==> src/rtl/muldiv_pkg.sv <==
// Shared encodings for the HI/LO multiply/divide unit.
// Op codes, FSM states and the divide-by-zero quotient.
package muldiv_pkg;

  typedef enum logic [1:0] {
    OP_MULT  = 2'b00,
    OP_MULTU = 2'b01,
    OP_DIV   = 2'b10,
    OP_DIVU  = 2'b11
  } op_e;

  typedef enum logic [1:0] {
    ST_IDLE = 2'b00,
    ST_RUN  = 2'b01,
    ST_FIX  = 2'b10
  } state_e;

  localparam logic [31:0] DIV0_QUOT = 32'hFFFF_FFFF;

endpackage

==> src/rtl/muldiv_hilo_divu_step.sv <==
// One restoring-division iteration on magnitudes.
// Shifts the next dividend bit in and subtracts when it fits.
module divu_step #(
  parameter int WIDTH = 32
) (
  input  logic [WIDTH-1:0] rem_i,
  input  logic             bit_i,
  input  logic [WIDTH-1:0] dvs_i,
  output logic [WIDTH-1:0] rem_o,
  output logic             q_o
);

  logic [WIDTH:0] shifted;
  logic [WIDTH:0] diff;

  // trial subtract; the top bit of diff is the borrow
  always_comb begin
    shifted = {rem_i, bit_i};
    diff    = shifted - {1'b0, dvs_i};
    q_o     = ~diff[WIDTH];
    rem_o   = q_o ? diff[WIDTH-1:0] : shifted[WIDTH-1:0];
  end

endmodule

==> src/rtl/muldiv_hilo.sv <==
// Iterative MULT/MULTU/DIV/DIVU unit with HI/LO registers.
// MULDIV_FAST_MUL_EN: single-cycle combinational multiply.
module muldiv_hilo
  import muldiv_pkg::*;
#(
  parameter int WIDTH = 32,
  parameter int CNT_W = 5
) (
  input  logic             clk,
  input  logic             res,
  input  logic             start,
  input  logic [1:0]       op,
  input  logic [WIDTH-1:0] rs_val,
  input  logic [WIDTH-1:0] rt_val,
  input  logic             hi_wen,
  input  logic             lo_wen,
  input  logic [WIDTH-1:0] wdata,
  output logic [WIDTH-1:0] hi,
  output logic [WIDTH-1:0] lo,
  output logic             busy,
  output logic             done
);

  localparam logic [CNT_W-1:0] CNT_LAST = CNT_W'(WIDTH - 1);

  state_e           state_q, state_d;
  logic [CNT_W-1:0] cnt_q, cnt_d;
  logic             is_div_q, is_div_d;
  logic             sign_q, sign_d;
  logic             rsign_q, rsign_d;
  logic             div0_q, div0_d;
  logic [WIDTH-1:0] dvs_q, dvs_d;
  logic [WIDTH-1:0] acc_hi_q, acc_hi_d;
  logic [WIDTH-1:0] acc_lo_q, acc_lo_d;
  logic [WIDTH-1:0] hi_q, hi_d;
  logic [WIDTH-1:0] lo_q, lo_d;
  logic             done_q, done_d;

  logic             op_div, op_sgn;
  logic             a_neg, b_neg;
  logic [WIDTH-1:0] a_mag, b_mag;
  logic [WIDTH:0]   mul_sum;
  logic [WIDTH-1:0] step_rem;
  logic             step_q;
  logic [2*WIDTH-1:0] prod, prod_fix;
  logic [WIDTH-1:0] quo_fix, rem_fix;
  logic             fast_go;

`ifdef MULDIV_FAST_MUL_EN
  logic [2*WIDTH-1:0] ext_a, ext_b, fast_prod;

  // sign/zero-extend then keep the low 2W bits of the product
  always_comb begin
    ext_a = op_sgn ? {{WIDTH{rs_val[WIDTH-1]}}, rs_val}
                   : {{WIDTH{1'b0}}, rs_val};
    ext_b = op_sgn ? {{WIDTH{rt_val[WIDTH-1]}}, rt_val}
                   : {{WIDTH{1'b0}}, rt_val};
    fast_prod = ext_a * ext_b;
    fast_go   = start & ~op_div;
  end
`else
  assign fast_go = 1'b0;
`endif

  divu_step #(.WIDTH(WIDTH)) u_step (
    .rem_i (acc_hi_q),
    .bit_i (acc_lo_q[WIDTH-1]),
    .dvs_i (dvs_q),
    .rem_o (step_rem),
    .q_o   (step_q)
  );

  // operand decode, magnitudes and final sign correction
  always_comb begin
    op_div   = (op == OP_DIV) || (op == OP_DIVU);
    op_sgn   = (op == OP_MULT) || (op == OP_DIV);
    a_neg    = op_sgn & rs_val[WIDTH-1];
    b_neg    = op_sgn & rt_val[WIDTH-1];
    a_mag    = a_neg ? -rs_val : rs_val;
    b_mag    = b_neg ? -rt_val : rt_val;
    mul_sum  = {1'b0, acc_hi_q}
             + (acc_lo_q[0] ? {1'b0, dvs_q} : '0);
    prod     = {acc_hi_q, acc_lo_q};
    prod_fix = sign_q ? -prod : prod;
    quo_fix  = sign_q ? -acc_lo_q : acc_lo_q;
    rem_fix  = rsign_q ? -acc_hi_q : acc_hi_q;
  end

  // next-state and datapath update
  always_comb begin
    state_d  = state_q;
    cnt_d    = cnt_q;
    is_div_d = is_div_q;
    sign_d   = sign_q;
    rsign_d  = rsign_q;
    div0_d   = div0_q;
    dvs_d    = dvs_q;
    acc_hi_d = acc_hi_q;
    acc_lo_d = acc_lo_q;
    hi_d     = hi_q;
    lo_d     = lo_q;
    done_d   = 1'b0;
    unique case (state_q)
      ST_IDLE: begin
        if (hi_wen) hi_d = wdata;
        if (lo_wen) lo_d = wdata;
        if (fast_go) begin
`ifdef MULDIV_FAST_MUL_EN
          hi_d   = fast_prod[2*WIDTH-1:WIDTH];
          lo_d   = fast_prod[WIDTH-1:0];
`endif
          done_d = 1'b1;
        end else if (start) begin
          state_d  = ST_RUN;
          cnt_d    = '0;
          is_div_d = op_div;
          sign_d   = a_neg ^ b_neg;
          rsign_d  = a_neg;
          div0_d   = op_div && (rt_val == '0);
          acc_hi_d = '0;
          acc_lo_d = op_div ? a_mag : b_mag;
          dvs_d    = op_div ? b_mag : a_mag;
        end
      end
      ST_RUN: begin
        if (is_div_q) begin
          acc_hi_d = step_rem;
          acc_lo_d = {acc_lo_q[WIDTH-2:0], step_q};
        end else begin
          acc_hi_d = mul_sum[WIDTH:1];
          acc_lo_d = {mul_sum[0], acc_lo_q[WIDTH-1:1]};
        end
        cnt_d = cnt_q + 1'b1;
        if (cnt_q == CNT_LAST) state_d = ST_FIX;
      end
      ST_FIX: begin
        if (is_div_q) begin
          hi_d = rem_fix;
          lo_d = div0_q ? WIDTH'(DIV0_QUOT) : quo_fix;
        end else begin
          hi_d = prod_fix[2*WIDTH-1:WIDTH];
          lo_d = prod_fix[WIDTH-1:0];
        end
        done_d  = 1'b1;
        state_d = ST_IDLE;
      end
      default: state_d = ST_IDLE;
    endcase
  end

  // state register with synchronous reset
  always_ff @(posedge clk) begin
    if (res) begin
      state_q  <= ST_IDLE;
      cnt_q    <= '0;
      is_div_q <= 1'b0;
      sign_q   <= 1'b0;
      rsign_q  <= 1'b0;
      div0_q   <= 1'b0;
      dvs_q    <= '0;
      acc_hi_q <= '0;
      acc_lo_q <= '0;
      hi_q     <= '0;
      lo_q     <= '0;
      done_q   <= 1'b0;
    end else begin
      state_q  <= state_d;
      cnt_q    <= cnt_d;
      is_div_q <= is_div_d;
      sign_q   <= sign_d;
      rsign_q  <= rsign_d;
      div0_q   <= div0_d;
      dvs_q    <= dvs_d;
      acc_hi_q <= acc_hi_d;
      acc_lo_q <= acc_lo_d;
      hi_q     <= hi_d;
      lo_q     <= lo_d;
      done_q   <= done_d;
    end
  end

  assign hi   = hi_q;
  assign lo   = lo_q;
  assign busy = (state_q != ST_IDLE);
  assign done = done_q;

endmodule

==> config.mk <==
export PLATFORM = sky130hd
export DESIGN_NAME = muldiv_hilo
export DESIGN_NICKNAME = d
export VERILOG_FILES = /design/src/rtl/muldiv_pkg.sv /design/src/rtl/muldiv_hilo_divu_step.sv /design/src/rtl/muldiv_hilo.sv
export SDC_FILE = /design/constraint.sdc
export NUM_CORES = 1
export LEC_CHECK = 0
export BUFFER_PORTS_ARGS = -buffer_cell sky130_fd_sc_hd__buf_4
export CORE_ASPECT_RATIO = 2
export CORE_MARGIN = 1
export CORE_UTILIZATION = 55
export CTS_BUF_LIST = sky130_fd_sc_hd__clkbuf_16
export DETAILED_ROUTE_END_ITERATION = 8
export PLACE_DENSITY = 0.78
export SKIP_CTS_REPAIR_TIMING = 1
export SLEW_MARGIN = 10
export SYNTH_ARGS = -nofsm -noshare
export SYNTH_HDL_FRONTEND = slang
export SYNTH_SLANG_ARGS = --single-unit
==> constraint.sdc <==
create_clock -name clk -period 4.7 [get_ports clk]
set_clock_uncertainty 0.1 [all_clocks]
set_input_delay 0.235 -clock clk [delete_from_list [all_inputs] [get_ports clk]]
set_output_delay 0.235 -clock clk [all_outputs]
set_load 0.02 [all_outputs]
Yosys cells after proc, flatten, opt, wreduce, memory -nomap -nowiden
Cells that the tools add are included.

word-level totals
  bits in registers = 172
  word-level logic and storage cells = 75
  bits of input ports = 103
  output and inout bits = 66

cells by class
  bitwise logic cells = 4
  add/sub/neg operators = 8
  multiplexer cells = 28
  equal/unequal tests = 9
  reduce and logical (&&, ||, !) cells = 14

operators by type and width
  operator                                              number
  two-way mux 32 bit                                    17
  one-hot mux 32 bit (2 select lines)                   4
  negator 32 bit                                        4
  two-way mux 64 bit                                    1
  negator 64 bit                                        1
  adder 32 x 32 -> 33 bit                               1
  subtractor 33 x 32 -> 33 bit                          1
  zero test 32 bit                                      1
  one-hot mux 5 bit (2 select lines)                    1
  AND reduction 2 bit                                   5
  != test 2 bit (second input constant)                 4
  equality test 2 bit (second input constant)           3
  nonzero test 2 bit                                    3
  adder 5 x 1 -> 5 bit (second input constant)          1
  equality test 5 bit (second input constant)           1
  two-way mux 5 bit                                     1
  zero test 2 bit                                       2
  two-way mux 2 bit                                     2
  one-hot mux 2 bit (2 select lines)                    1
  bitwise AND 1 bit                                     2
  equality test 2 x 1 -> 1 bit (second input constant)  1
  logical OR 1 bit                                      2
  logical AND 1 bit                                     1
  two-way mux 1 bit                                     1
  other kinds (2)                                       2

Logic depth before layout (Yosys ltp)
  depth in word-level cells = 7
  mapped depth = 14

By module
From an unflattened synthesis, not the netlist that was laid out.

second synthesis, totals
  cells, all modules = 1945
  area total of the unflattened synthesis = 14849.2 µm²

modules (own cells, without submodules)
  module       instances  cells an instance  area each (µm²)
  muldiv_hilo  1          1640               12490.7
  divu_step    1          305                2358.5

Worst setup path before layout
OpenSTA, ideal clock, no wires.

  kind = register to register
  start = reg acc_lo_q[0]
  end = reg acc_hi_q[27]
  cell stages (with the launch flop) = 14
  library setup time = 0.116 ns
  data arrival time = 3.151 ns
  required time = 4.484 ns
  slack = 1.333 ns
  clock period less this slack = 3.367 ns
  cell sequence = dfxtp_1 -> inv_1 -> clkbuf_1 -> nor2_1 -> ha_1 -> o211ai_1 -> a21oi_1 -> o32a_1 -> a211oi_1 -> o32ai_1 -> o221ai_1 -> a21oi_1 -> or3_1 -> a31o_2

between the ends
  word-level cells in the longest chain between the ends = 4

RTL lines
  what                                 RTL line            text
  from (decl)                          muldiv_hilo.sv:34   logic [WIDTH-1:0] acc_lo_q, acc_lo_d;
  from (signal assigned)               muldiv_hilo.sv:175  acc_lo_q <= acc_lo_d;
  two-way mux 32 bit                   muldiv_hilo.sv:82   + (acc_lo_q[0] ? {1'b0, dvs_q} : '0);
  adder 32 x 32 -> 33 bit              muldiv_hilo.sv:82
  two-way mux 32 bit                   muldiv_hilo.sv:126  if (is_div_q) begin
  one-hot mux 32 bit (2 select lines)  muldiv_hilo.sv:103  unique case (state_q)
  to (signal assigned)                 muldiv_hilo.sv:174  acc_hi_q <= acc_hi_d;
  to (decl)                            muldiv_hilo.sv:33   logic [WIDTH-1:0] acc_hi_q, acc_hi_d;

No other way between the ends.
A chain may end at the register's enable or synchronous reset.

Final worst setup path
Ends and elaborated chain as after synthesis.

==> run metrics <==
die width 116.0 um; Yosys top cell area share 0.2409; failing checks hold timing; area of the multi-input gates 10120 um^2; hold slack final -5.787 ps; Post-Synthesis Cells 1955; routability cong. 1.058; vias in the first global route 15442; share of layout cells above drive strength 1 0.1286; Seq/Total Area, Yosys 0.2409; most frequent cells after synthesis 224 x a21oi_1, 213 x nor2_1, 204 x nand2_1, 172 x dfxtp_1, 122 x o21ai_0; Initial Utilization 0.5596; crit path launch type flip-flop; clk slew on worst S/H paths 80 ps; htree depth 4; DR vias/cell 6.689; routed vias 16121; worst-margin pin slew 1066 ps; Mapped Area 14290 um^2; pre-CTS WS 780.9 ps; max-slew violations 0; first-pass GRT wire length 90940 um; CTS Buf Count 17; max-capacitance violation count 0; Worst Path Max Fanout 18; final setup TNS 0 ps; Reg2Reg Depth 12; clock root buffer master clkbuf_16; Worst R2R Setup Slack 660 ps; TritonCTS clock tree yes; average wire per standard cell 25.30 um; total leakage power 0.006867 uW; Tightest Hold Check Type primary input to flip-flop; Hold Crit Start wdata[22]; power density cells 280.9 nW/um^2; Post-synth EDFFs 0; Final min period 4042 ps; Crit Reg-Reg Startpoint acc_lo_q[0]$_SDFFE_PP0P_; total grt overflow 0; Fmax achieved 247.4 MHz; Clock Latency Late Sink 470 ps; Net Count, Synth 2130; Post-DP HPWL 45410 um; Final ANT Viol Nets 0; Mean Syn Cell Area 7.312 um^2; largest net degree at the start of global routing 85; setup ws final 658.5 ps; initial antenna violation count 4; outcome complete, but fails checks; async set-reset flop share out of synthesis 0; Distinct cells, synth 81; worst endpoint required time 4970 ps; Reg area 3445 um^2; Layout Nets 2231; final setup fails 0; DR pass1 iterations 6; Rel. slew slack 0.2895; Worst R2R End acc_hi_q[27]$_SDFFE_PP0P_; hold endpoint hi[22]$_SDFFE_PP0P_; top_reg_cell synth dfxtp_1; All-Layer GR Usage 0.4641; die area 26680 um^2; Yosys top cell by area dfxtp_1; Synth Register Bits 172; Worst Hold Path Cells 3; CP arrival 4310 ps; Max IR drop VDD 277.1 uV; final hold vios 1; Die Y 230.0 um; DRT iter0 DRCs 1357; PortBufs 168; Critical Path End Type flip-flop; Total Wirelength 60970 um; Sink Count 172; area growth from synthesis to layout 14.71%; std cell rows 83; DRC viols 0; IO Pins 169; RSZ-0062 raised after global routing false; CTS Buffer Depth 2; fillers 2407; synth top area cells dfxtp_1 24%, a21oi_1 7.8%, ha_1 6.1%; Tcrit/Tclk final 0.8599; Synth Warn # 0; worst setup path category flip-flop to flip-flop; area of the core 25550 um^2; top-count cell post-synth a21oi_1
## kinds of logic (layout without fill, tap and decap cells)
logic type | count (synthesis) | in the layout | share of synthesized area
AOI/OAI and AO/OA | 666 | 666 | 0.2980
xor gates and xnor gates | 167 | 167 | 0.1023
adders and majority gates | 72 | 72 | 0.06407
buffers and inverters | 198 | 312 | 0.05322
DFF | 172 | 172 | 0.2409
muxes | 47 | 47 | 0.03317
other | 0 | 1 | 0
and+or+nand+nor | 633 | 633 | 0.2083
## cell usage in the layout, fill, tap and decap left out, types with 7 or more instances in the layout
cell | synthesis | layout
a32oi_1 | 7 | 7
or4_1 | 14 | 14
o41ai_1 | 11 | 11
nand3_1 | 30 | 29
nor3_1 | 38 | 38
o31ai_1 | 22 | 22
dfxtp_1 | 172 | 171
inv_1 | 71 | 72
a311oi_1 | 10 | 10
o211ai_1 | 37 | 37
a211oi_1 | 58 | 58
nand2_1 | 204 | 203
buf_4 | 0 | 204
xor2_1 | 77 | 77
a21oi_1 | 224 | 224
a22oi_1 | 15 | 15
a221oi_1 | 9 | 9
o221ai_1 | 34 | 34
nor4_1 | 14 | 14
or3_1 | 15 | 15
nand2b_1 | 22 | 22
a31oi_1 | 16 | 16
and2_1 | 7 | 7
clkbuf_16 | 0 | 17
o21a_1 | 13 | 13
nand4_1 | 12 | 12
o21ai_0 | 122 | 122
mux2i_1 | 44 | 44
a21o_1 | 39 | 39
nor2_1 | 213 | 212
nor2b_1 | 16 | 14
and3_1 | 11 | 11
ha_1 | 70 | 70
xnor2_1 | 90 | 90
## per-layer routing
metal / global-route usage / part of all wire / vias up
li1: - / - / 7305
met1: 0.4443 / 0.32 / 7604
met2: 0.7623 / 0.48 / 831
met3: 0.1484 / 0.082 / 375
met4: 0.4447 / 0.11 / 6
met5: 0 / 0.00056 / -
## registers in the layout (all words and copies together) (netlist names)
register  cells
acc_lo_q     32
lo           32
state_q       2
rsign_q       1
is_div_q      1
div0_q        1
hi           32
dvs_q        32
done          1
cnt_q         5
acc_hi_q     32
sign_q        1
## stage by stage
stage,cell area (um^2),utilization,hold WS [ps],std cells,power (uW)
4_1_cts,16370,0.6406,-58.26,2406,4517
6_report,16400,0.6419,-5.787,2410,4606
2_1_floorplan,14300,-,291.6,1955,2622
3_5_place_dp,15810,0.6188,347.6,2374,3158
3_3_place_gp,15810,0.6188,338.7,2374,3137
5_1_grt,16400,0.6418,39.01,2409,4772
## cell type report
type / instances / area share
inverter: 72 / 0.01648
clock inverter: 15 / 0.008088
tap: 340 / 0.02594
timing repair buffer: 208 / 0.09644
sequential: 172 / 0.2101
multi-input combinational: 1585 / 0.6169
clock buffer: 17 / 0.02594
antenna: 1 / 0.0001526
## critical path: stages, from the launching register on
cell      delay, ps
dfxtp_1         380
inv_1           510
nor2_1          110
ha_1            390
a21oi_1         280
nand2_1         100
a221o_1         390
a211oi_1        320
o32ai_1         220
o221ai_1        370
a21oi_1         160
or3_1           370
a31o_2          230
## report_power, final
part           switching (uW)  internal, uW
clock                     695           694
sequential                150          1550
combinational             951           562
total                    1800          2810
## worst max path at each step
| stage | from | end | slack [ps] | depth (start not counted) |
|---|---|---|---|---|
| after floorplan | acc_lo_q[0]$_SDFFE_PP0P_ | acc_hi_q[27]$_SDFFE_PP0P_ | 1330 | 13 |
| after global placement | acc_lo_q[0]$_SDFFE_PP0P_ | acc_hi_q[27]$_SDFFE_PP0P_ | 820 | 12 |
| after detailed placement | acc_lo_q[0]$_SDFFE_PP0P_ | acc_hi_q[27]$_SDFFE_PP0P_ | 780 | 12 |
| after CTS | acc_lo_q[0]$_SDFFE_PP0P_ | acc_hi_q[27]$_SDFFE_PP0P_ | 730 | 12 |
| after global routing | acc_lo_q[0]$_SDFFE_PP0P_ | acc_hi_q[27]$_SDFFE_PP0P_ | 370 | 12 |
| final | acc_lo_q[0]$_SDFFE_PP0P_ | acc_hi_q[27]$_SDFFE_PP0P_ | 660 | 12 |
No activity file was read; power rests on OpenSTA's default activity.
